### src/rtl/mycpu_pkg.sv
// Shared definitions for the mycpu sequencer: FSM states, instruction bit positions, jump codes.
package mycpu_pkg;

  localparam int unsigned C_BIT   = 15;
  localparam int unsigned DEST_A  = 5;
  localparam int unsigned DEST_D  = 4;
  localparam int unsigned DEST_M  = 3;
  localparam int unsigned JUMP_HI = 2;
  localparam int unsigned JUMP_LO = 0;

  typedef enum logic [2:0] {
    ST_IDLE,
    ST_FETCH,
    ST_DECODE,
    ST_MEMWR,
    ST_EXEC
  } state_e;

  typedef enum logic [2:0] {
    J_NULL,
    J_JGT,
    J_JEQ,
    J_JGE,
    J_JLT,
    J_JNE,
    J_JLE,
    J_JMP
  } jump_e;

endpackage

### src/rtl/jump_eval.sv
// Combinational jump-condition evaluation from the 3-bit jump field and ALU flags.
module jump_eval
  import mycpu_pkg::*;
(
  input  logic [2:0] jump_i,
  input  logic       zero_i,
  input  logic       neg_i,
  output logic       taken_o
);

  always_comb begin
    taken_o = (jump_e'(jump_i) == J_JMP)
            | (jump_i[2] & neg_i)
            | (jump_i[1] & zero_i)
            | (jump_i[0] & ~zero_i & ~neg_i);
  end

endmodule

### src/rtl/instr_sequencer.sv
// Fetch/decode/execute controller for the mycpu core.
// Optional single-step input enabled by defining MYCPU_STEP_EN.
module instr_sequencer
  import mycpu_pkg::*;
#(
  parameter int unsigned N = 16
) (
  input  logic         clk,
  input  logic         rst,
  input  logic         run,
`ifdef MYCPU_STEP_EN
  input  logic         step,
`endif
  output logic         imem_req,
  input  logic         imem_ack,
  input  logic [N-1:0] imem_rdata,
  output logic [N-1:0] ir,
  input  logic         alu_zero,
  input  logic         alu_neg,
  output logic         m_we,
  input  logic         dmem_ack,
  output logic         a_load,
  output logic         d_load,
  output logic         pc_load,
  output logic         pc_inc,
  output logic         busy
);

  state_e         state_q, state_d;
  logic [N-1:0]   ir_q, ir_d;
  logic           taken_q, taken_d;
  logic           is_c;
  logic           jump_taken;
  logic           start;

  assign is_c = ir_q[C_BIT];
  assign ir   = ir_q;

`ifdef MYCPU_STEP_EN
  assign start = run | step;
`else
  assign start = run;
`endif

  jump_eval u_jump_eval (
    .jump_i  (ir_q[JUMP_HI:JUMP_LO]),
    .zero_i  (alu_zero),
    .neg_i   (alu_neg),
    .taken_o (jump_taken)
  );

  always_ff @(posedge clk or negedge rst) begin
    if (!rst) begin
      state_q <= ST_IDLE;
      ir_q    <= '0;
      taken_q <= 1'b0;
    end else begin
      state_q <= state_d;
      ir_q    <= ir_d;
      taken_q <= taken_d;
    end
  end

  always_comb begin
    state_d  = state_q;
    ir_d     = ir_q;
    taken_d  = taken_q;
    imem_req = 1'b0;
    m_we     = 1'b0;
    a_load   = 1'b0;
    d_load   = 1'b0;
    pc_load  = 1'b0;
    pc_inc   = 1'b0;
    busy     = (state_q != ST_IDLE);

    unique case (state_q)
      ST_IDLE: begin
        if (start) state_d = ST_FETCH;
      end
      ST_FETCH: begin
        imem_req = 1'b1;
        if (imem_ack) begin
          ir_d    = imem_rdata;
          state_d = ST_DECODE;
        end
      end
      ST_DECODE: begin
        // Flags reflect the freshly latched ir, so they are sampled here only.
        taken_d = is_c & jump_taken;
        state_d = (is_c && ir_q[DEST_M]) ? ST_MEMWR : ST_EXEC;
      end
      ST_MEMWR: begin
        m_we = 1'b1;
        if (dmem_ack) state_d = ST_EXEC;
      end
      ST_EXEC: begin
        a_load  = ~is_c | ir_q[DEST_A];
        d_load  = is_c & ir_q[DEST_D];
        pc_load = taken_q;
        pc_inc  = ~taken_q;
        state_d = run ? ST_FETCH : ST_IDLE;
      end
      default: state_d = ST_IDLE;
    endcase
  end

endmodule

### config.mk
export PLATFORM = sky130hd
export DESIGN_NAME = instr_sequencer
export DESIGN_NICKNAME = d
export VERILOG_FILES = /design/src/rtl/mycpu_pkg.sv /design/src/rtl/jump_eval.sv /design/src/rtl/instr_sequencer.sv
export SDC_FILE = /design/constraint.sdc
export NUM_CORES = 1
export LEC_CHECK = 0
export CORE_UTILIZATION = 30
export DETAILED_ROUTE_END_ITERATION = 12
export RECOVER_POWER = 50
export SKIP_LAST_GASP = 1
export SYNTH_ARGS = -nofsm -noshare
export SYNTH_HDL_FRONTEND = slang
export SYNTH_SLANG_ARGS = --single-unit
### constraint.sdc
create_clock -name clk -period 2.9 [get_ports clk]
set_input_delay 0.29 -clock clk [delete_from_list [all_inputs] [get_ports clk]]
set_output_delay 0.29 -clock clk [all_outputs]
set_load 0.02 [all_outputs]
==> results.env, run 1 <==
STATUS='finished clean'
SYNTH.AVG_CELL_AREA_UM2=13.2
INITIAL_CORE_UTIL_PCT=31.5
ACHIEVABLE-FREQUENCY_MHz=476
TIMING.FINAL.SETUP_VIOLATIONS=0
HOLD_PATH.CLASS='reg -> reg'
SYNTH_CELL_TYPE_COUNT=25
SYNTH_TOP_FLOP_CELL='dfrtp_1'
CTS_TREE='yes'
NUMBER_OF_BUFFERS_INSERTED_BY_POST_CTS_SETUP_REPAIR=0
PLACEMENT.SETUP.WORST_SLACK_PS=1040
CTSROOTBUFFERMASTER='clkbuf_4'
MOST_USED_STANDARD_CELL_BY_INSTANCE_COUNT_AFTER_SYNTHESIS='dfrtp_1'
DRT-VIAS-PER-INSTANCE=4.49
GRT_MAX_DEGREE=21
SYNTH.LARGEST_AREA_CELL='dfrtp_1'
NET_COUNT_AFTER_SYNTHESIS=95
SEQ_AREA_FRAC_SYNTH_PCT=52.5
DIEHEIGHT_UM=58.4
CRITICAL_PATH_PEAK_FANOUT=11
WORST_PATH_ARRIVAL_PS=1810
CTS_HOLD_REPAIR.BUFFERS=0
CRITPATHMOSTFREQUENTCELL='nor2_1'
POST_DRT_WL_PER_CELL_UM=12.9
POST-ROUTE-PERIOD-UTIL_PCT=72.5
WORSTSETUPPATHTYPE='reg -> out'
SYN-CELL-AREA_UM2=953
GRT_PASS1_VIAS=804
DRIVE_GT1_SHARE_PCT=13.6
DRT_FIRST_PASS_ITERS=2
PORT_BUFFERS=45
POWER_PER_CELL_AREA_nW_PER_UM2=1090
CRITICAL_PATH_SLOWEST_STAGE_CELL='clkdlybuf4s50_1'
DESIGN.DIE.AREA_UM2=3410
FINAL_MAX_SLEW_VIOL_COUNT=0
DIODES=0
COREAREA_UM2=3030
NUM_VIAS=727
POWER_uW=1570
FINAL_HOLD_VIOL_COUNT=0
SLEW_HEADROOM_PCT=36.3
WORST-ENDPOINT-REQUIRED_PS=2610
FIN_SETUP_TNS_PS=0
CAP_VIOL_MAX_COUNT=0
SYNTH_EDF_COUNT=0
DRC=0
CLKLATENCYLATEPIN_PS=300
GRT_ANTENNA_BEFORE_REPAIR=0
POSTSYNTHREGISTERBITS=20
CTS.REPAIR.RESIZED=0
DIE_WIDTH_UM=58.4
CTS_INSERTED_BUFFERS=3
FINCLKSKEW_PS=1.55
GRT_FIRST_PASS_WIRELENGTH_MM=3.52
I_O_PIN_CNT=46
SETUP_WS_PS=797
SYNTH_TOP_CELLS_BY_COUNT='dfrtp_1 (20), mux2_4 (10), mux2_2 (6), nor2_1 (6), a21oi_1 (4)'
FIRST_ITER_VIOLATIONS=13
SYNTH_TOP_AREA_SHARE_PCT=52.5
FINALNETCOUNT=142
GLOBALPLACE.CONGESTION=0.734
NETLIST_INSTANCES=72
YS_WARN_COUNT=0
FLOW.AREA_GROWTH_FROM_SYNTHESIS_PCT=51.2
WORST-SLEW-PIN-TRANSITION_PS=956
CTS.CLK_SLEW.WORST_PATHS_PS=110
IR_DROP_mV=0.485
WORST_SETUP_PATH_START_KIND='flop'
DP_HPWL_MM=1.60
TOTAL_CONGESTION_OVERFLOW=0
POWER.LEAKAGE_uW=0.000584
CRIT_PATH_TIME_FINAL_PS=2100
CTS-ROOT-TO-SINK-BUFFERS=2
PLACEMENTROWS=20
HTREE_NUM_LEVELS=1
SYNTH_ASYNC_SR_FLOP_SHARE_PCT=100
GRT.TOTAL_USAGE_PCT=14.0
TIMING.CRITICAL_PATH.TO_TYPE='output port'
CRITPATHMAXSTAGEDELAY_PS=620
CRIT_CHAIN='nor2_1 -> nand2_1 -> nor2_1 -> clkdlybuf4s50_1'
ROUTE.ANTENNA.REMAINING_NETS=0
YOSYS-TOP-CELLS-AREA='dfrtp_1 (52%), mux2_4 (16%), mux2_2 (7.1%)'
TRITONCTS_NUM_SINKS=20
DRT-TOTAL-WL_MM=2.08
GRT_SETUP_UNREPAIRED='no'
report_power, final:
group	internal, µW	switching [µW]	leakage (µW)
sequential	414	123	0.000241
clock	140	86.7	0.0000279
combinational	440	362	0.000315
total	993	572	0.000584
sequential cells by signal, indices dropped and copies added, names as in the netlist:
| signal | count |
|---|---|
| state_q | 3 |
| taken_q | 1 |
| ir | 16 |
kinds of logic (layout without fill, tap and decap cells):
family / count (synthesis) / after routing / synth area share (%)
AO/OA/AOI/OAI: 10 / 10 / 6.96
AND/OR/NAND/NOR: 19 / 19 / 11.9
multiplexers: 16 / 16 / 22.8
flip-flops: 20 / 20 / 52.5
buffers and inverters: 7 / 53 / 5.77
metrics by stage:
stage | util, % | cells | hold WS, ps | area, µm²
detailed placement | 47.0 | 158 | 497 | 1420
CTS | 48.7 | 162 | 515 | 1480
global route | 47.6 | 162 | 528 | 1440
finish | 47.6 | 162 | 501 | 1440
global placement | 47.0 | 158 | 494 | 1420
floorplan | - | 72 | -5.59 | 953
critical path, delay by kind of cell, from the launching register on:
family | cells | cell delay, ps
AND/OR/NAND/NOR | 3 | 390
flip-flops | 1 | 500
buffers and inverters | 1 | 620
routing by layer:
layer | up-vias | global-route usage [%] | part of all wire, %
met1 | 354 | 16.7 | 42
li1 | 347 | - | -
met2 | 24 | 23.5 | 52
met5 | - | 0 | 0
met4 | 0 | 6.12 | 1.6
met3 | 2 | 3.96 | 4.3
final timing paths:
kind                                  from  endpoint  slack (ps)  cells past startpoint
worst min register to register      ir[11]    ir[11]         500                      1
min in group asynchronous              rst     ir[0]         550                      1
worst min-delay path                ir[11]    ir[11]         500                      1
worst max-delay path            state_q[0]    d_load         800                      4
worst max register to register  state_q[0]     ir[7]         820                      4
max in group asynchronous              rst     ir[6]        1810                      1
final cells by class:
type                            count  area [µm²]
Sequential cell                    20         500
Tap cell                           44        55.1
Clock inverter                      1        30.0
Inverter                            3        11.3
Timing Repair Buffer               46         454
Clock buffer                        3        22.5
Multi-Input combinational cell     45         368
Fill cell                         302        1590
placed cells by master, fill, tap and decap left out, types with 2 or more instances in the layout:
cell type        count
clkdlybuf4s50_1     44
nor2b_2              2
dfrtp_1             20
inv_1                3
nand2_1              3
mux2_2               6
mux2_4               4
a21oi_1              4
clkbuf_4             3
nor3b_1              2
nor2_1               6
mux2_1               6
Note: power is estimated with default switching activity, not from simulation.
==> inputs of run 2 (changes only) <==
clock period = 2.2 ns   (was 2.9 ns; I/O delays follow)
==> run 2 against run 1 <==
Critical path depth is the same. Largest cell class unchanged. Power grew 25%. Die area is the same. Wire length shrank 3.0%. Clock skew grew 1.9 ps. Via count shrank 4.5%. Flip-flop and latch count is the same. Hold slack gained 11 ps. Clock-buffer cell count is the same. Combinational power grew 37%.
==> results.env, run 2 (synthesized netlist as in run 1, its figures left out) <==
STATUS='finished clean'  # unchanged
POST_DRT_WL_PER_CELL_UM=12.5  # was 12.9 µm
POWER_PER_CELL_AREA_nW_PER_UM2=1360  # was 1090 nW/µm²
COREAREA_UM2=3030  # unchanged
WORSTSETUPPATHTYPE='reg -> out'  # unchanged
WORST_R2R_PATH_DEPTH=4  # unchanged
FINALNETCOUNT=143  # was 142
HTREE_NUM_LEVELS=1  # unchanged
I_O_PIN_CNT=46  # unchanged
ACHIEVABLE-FREQUENCY_MHz=501
CRITICAL_PATH_SLOWEST_STAGE_CELL='clkdlybuf4s50_1'  # unchanged
NUM_VIAS=694  # was 727
POWER.LEAKAGE_uW=0.000597  # was 0.000584 µW
INITIAL_CORE_UTIL_PCT=31.5  # unchanged
LAYOUT_COMMONEST_CELL='clkdlybuf4s50_1'  # unchanged
WORST-ENDPOINT-REQUIRED_PS=1980  # was 2610 ps
DIEHEIGHT_UM=58.4  # unchanged
LARGEST_REGISTER_FFS=16  # unchanged
DRIVE_GT1_SHARE_PCT=18.6  # was 13.6%
GRT_PASS1_VIAS=713  # was 804
CTS.CLK_SLEW.WORST_PATHS_PS=100  # was 110 ps
FIN_SETUP_TNS_PS=0  # unchanged
IR_DROP_mV=0.562  # was 0.485 mV
SEQUENTIAL_CELL_AREA_UM2=500  # unchanged
CRITICAL_PATH_DEPTH=4  # unchanged
ROUTE.ANTENNA.REMAINING_NETS=0  # unchanged
SETUP_WS_PS=202  # was 797 ps
DIODES=0  # unchanged
GRT_MAX_DEGREE=21  # unchanged
CAP_VIOL_MAX_COUNT=0  # unchanged
FIRST_ITER_VIOLATIONS=23  # was 13
CRITICAL_PATH_PEAK_FANOUT=11  # unchanged
CRITPATHMAXSTAGEDELAY_PS=610  # was 620 ps
POST-ROUTE-PERIOD-UTIL_PCT=90.8
DRT_FIRST_PASS_ITERS=3  # was 2
GRT_ANTENNA_BEFORE_REPAIR=0  # unchanged
CTS-ROOT-TO-SINK-BUFFERS=2  # unchanged
CRITICAL_PATH_BUF_INV_COUNT=1  # unchanged
CTS_HOLD_REPAIR.BUFFERS=0  # unchanged
FLOW.AREA_GROWTH_FROM_SYNTHESIS_PCT=51.2  # unchanged
GRT_FIRST_PASS_WIRELENGTH_MM=3.36  # was 3.52 mm
DRT-VIAS-PER-INSTANCE=4.28  # was 4.49
CRIT_CHAIN='nor2_1 -> nand2_1 -> a21oi_1 -> clkdlybuf4s50_1'  # was nor2_1 -> nand2_1 -> nor2_1 -> clkdlybuf4s50_1
CRITICAL_PATH.TOP_DELAY_FAMILY='buffers and inverters'  # unchanged
FINAL_HOLD_VIOL_COUNT=0  # unchanged
PLACEMENTROWS=20  # unchanged
SLEW_HEADROOM_PCT=30.9  # was 36.3%
DRT-TOTAL-WL_MM=2.02  # was 2.08 mm
CTS_TREE='yes'  # unchanged
GRT.TOTAL_USAGE_PCT=13.4  # was 14.0%
TRITONCTS_NUM_SINKS=20  # unchanged
DIE_WIDTH_UM=58.4  # unchanged
TOTAL_CONGESTION_OVERFLOW=0  # unchanged
CTS_INSERTED_BUFFERS=3  # unchanged
WORST_SETUP_PATH_START_KIND='flop'  # unchanged
DESIGN.DIE.AREA_UM2=3410  # unchanged
FILL_CELLS=288  # was 302
HOLDPATHSTAGES=1  # unchanged
GRT_SETUP_UNREPAIRED='no'  # unchanged
HOLD_PATH.CLASS='reg -> reg'  # unchanged
FINCLKSKEW_PS=3.48  # was 1.55 ps
FINISH.UTILIZATION_PCT=47.6  # unchanged
CLKLATENCYLATEPIN_PS=290  # was 300 ps
CTS.REPAIR.RESIZED=0  # unchanged
DP_HPWL_MM=1.54  # was 1.60 mm
CTSROOTBUFFERMASTER='clkbuf_4'  # unchanged
TIMING.CRITICAL_PATH.TO_TYPE='output port'  # unchanged
DRC=0  # unchanged
WORST_PATH_ARRIVAL_PS=1780  # was 1810 ps
GLOBALPLACE.CONGESTION=0.741  # was 0.734
FINAL_CELL_MIX='clkdlybuf4s50_1 (37), dfrtp_1 (20), mux2_4 (10)'  # was clkdlybuf4s50_1 (44), dfrtp_1 (20), nor2_1 (6), mux2_1 (6), mux2_2 (6)
PLACEMENT.SETUP.WORST_SLACK_PS=455  # was 1040 ps
FINAL_MAX_SLEW_VIOL_COUNT=0  # unchanged
WORST-SLEW-PIN-TRANSITION_PS=1040  # was 956 ps
CRIT_PATH_TIME_FINAL_PS=2000
NUMBER_OF_BUFFERS_INSERTED_BY_POST_CTS_SETUP_REPAIR=0  # unchanged
POWER_uW=1960  # was 1570 µW
PORT_BUFFERS=45  # unchanged
MULTIINPUTGATEAREA_UM2=390  # was 368 µm²
TIMING.FINAL.SETUP_VIOLATIONS=0  # unchanged
## run 2: changes by cell type in the layout (fill, tap and decap cells not counted), sizes merged
cell	change
clkdlybuf4s50	-7
bufinv	-1
buf	+1
dlygate4sd3	+7
## run 2: cell type report
type / count / area share, %
repair buffers: 47 / 32.0
clock buffers: 3 / 1.56
well taps: 44 / 3.82
inverters: 3 / 0.781
flip-flops and latches: 20 / 34.7
multi-input cells: 45 / 27.1
## run 2: through the flow
step / instances / hold slack, ps / instance area, µm²
floorplan: 72 / -75.6 / 953
global route: 162 / 524 / 1440
CTS: 162 / 254 / 1450
global placement: 159 / 496 / 1430
detailed placement: 159 / 494 / 1430
finish: 162 / 512 / 1440
## run 2: worst register-to-register path: stages, from the launching register on
cell and delay [ps]:
dfrtp_1 530, nand2b_1 180, nor2b_2 130, buf_4 280, mux2_2 370
## run 2: path summary, 6_finish.rpt
kind / startpoint / end / slack, ps
setup / recovery: state_q[0] / a_load / 200
hold / removal: ir[12] / ir[12] / 510
setup reg to reg: state_q[0] / ir[4] / 620
hold reg to reg: ir[12] / ir[12] / 510
max in group asynchronous: rst / state_q[1] / 960
min in group asynchronous: rst / ir[0] / 620
## run 2: metal layers
layer	share of wire [%]	track usage, %
met3	5.0	2.20
met2	49	21.8
met1	45	17.2
met5	0	0
met4	1.7	7.14
## run 2: power breakdown
part	internal, µW	leakage, µW	switching [µW]
combinational	613	0.000343	484
sequential	546	0.000241	158
clock	63.6	0.0000138	99.0
==> inputs of run 3 (changes only) <==
GPL_ROUTABILITY_DRIVEN = 0   (was unset)
==> results of run 3 <==
Final layout, timing and power as in run 2 (identical DEF).
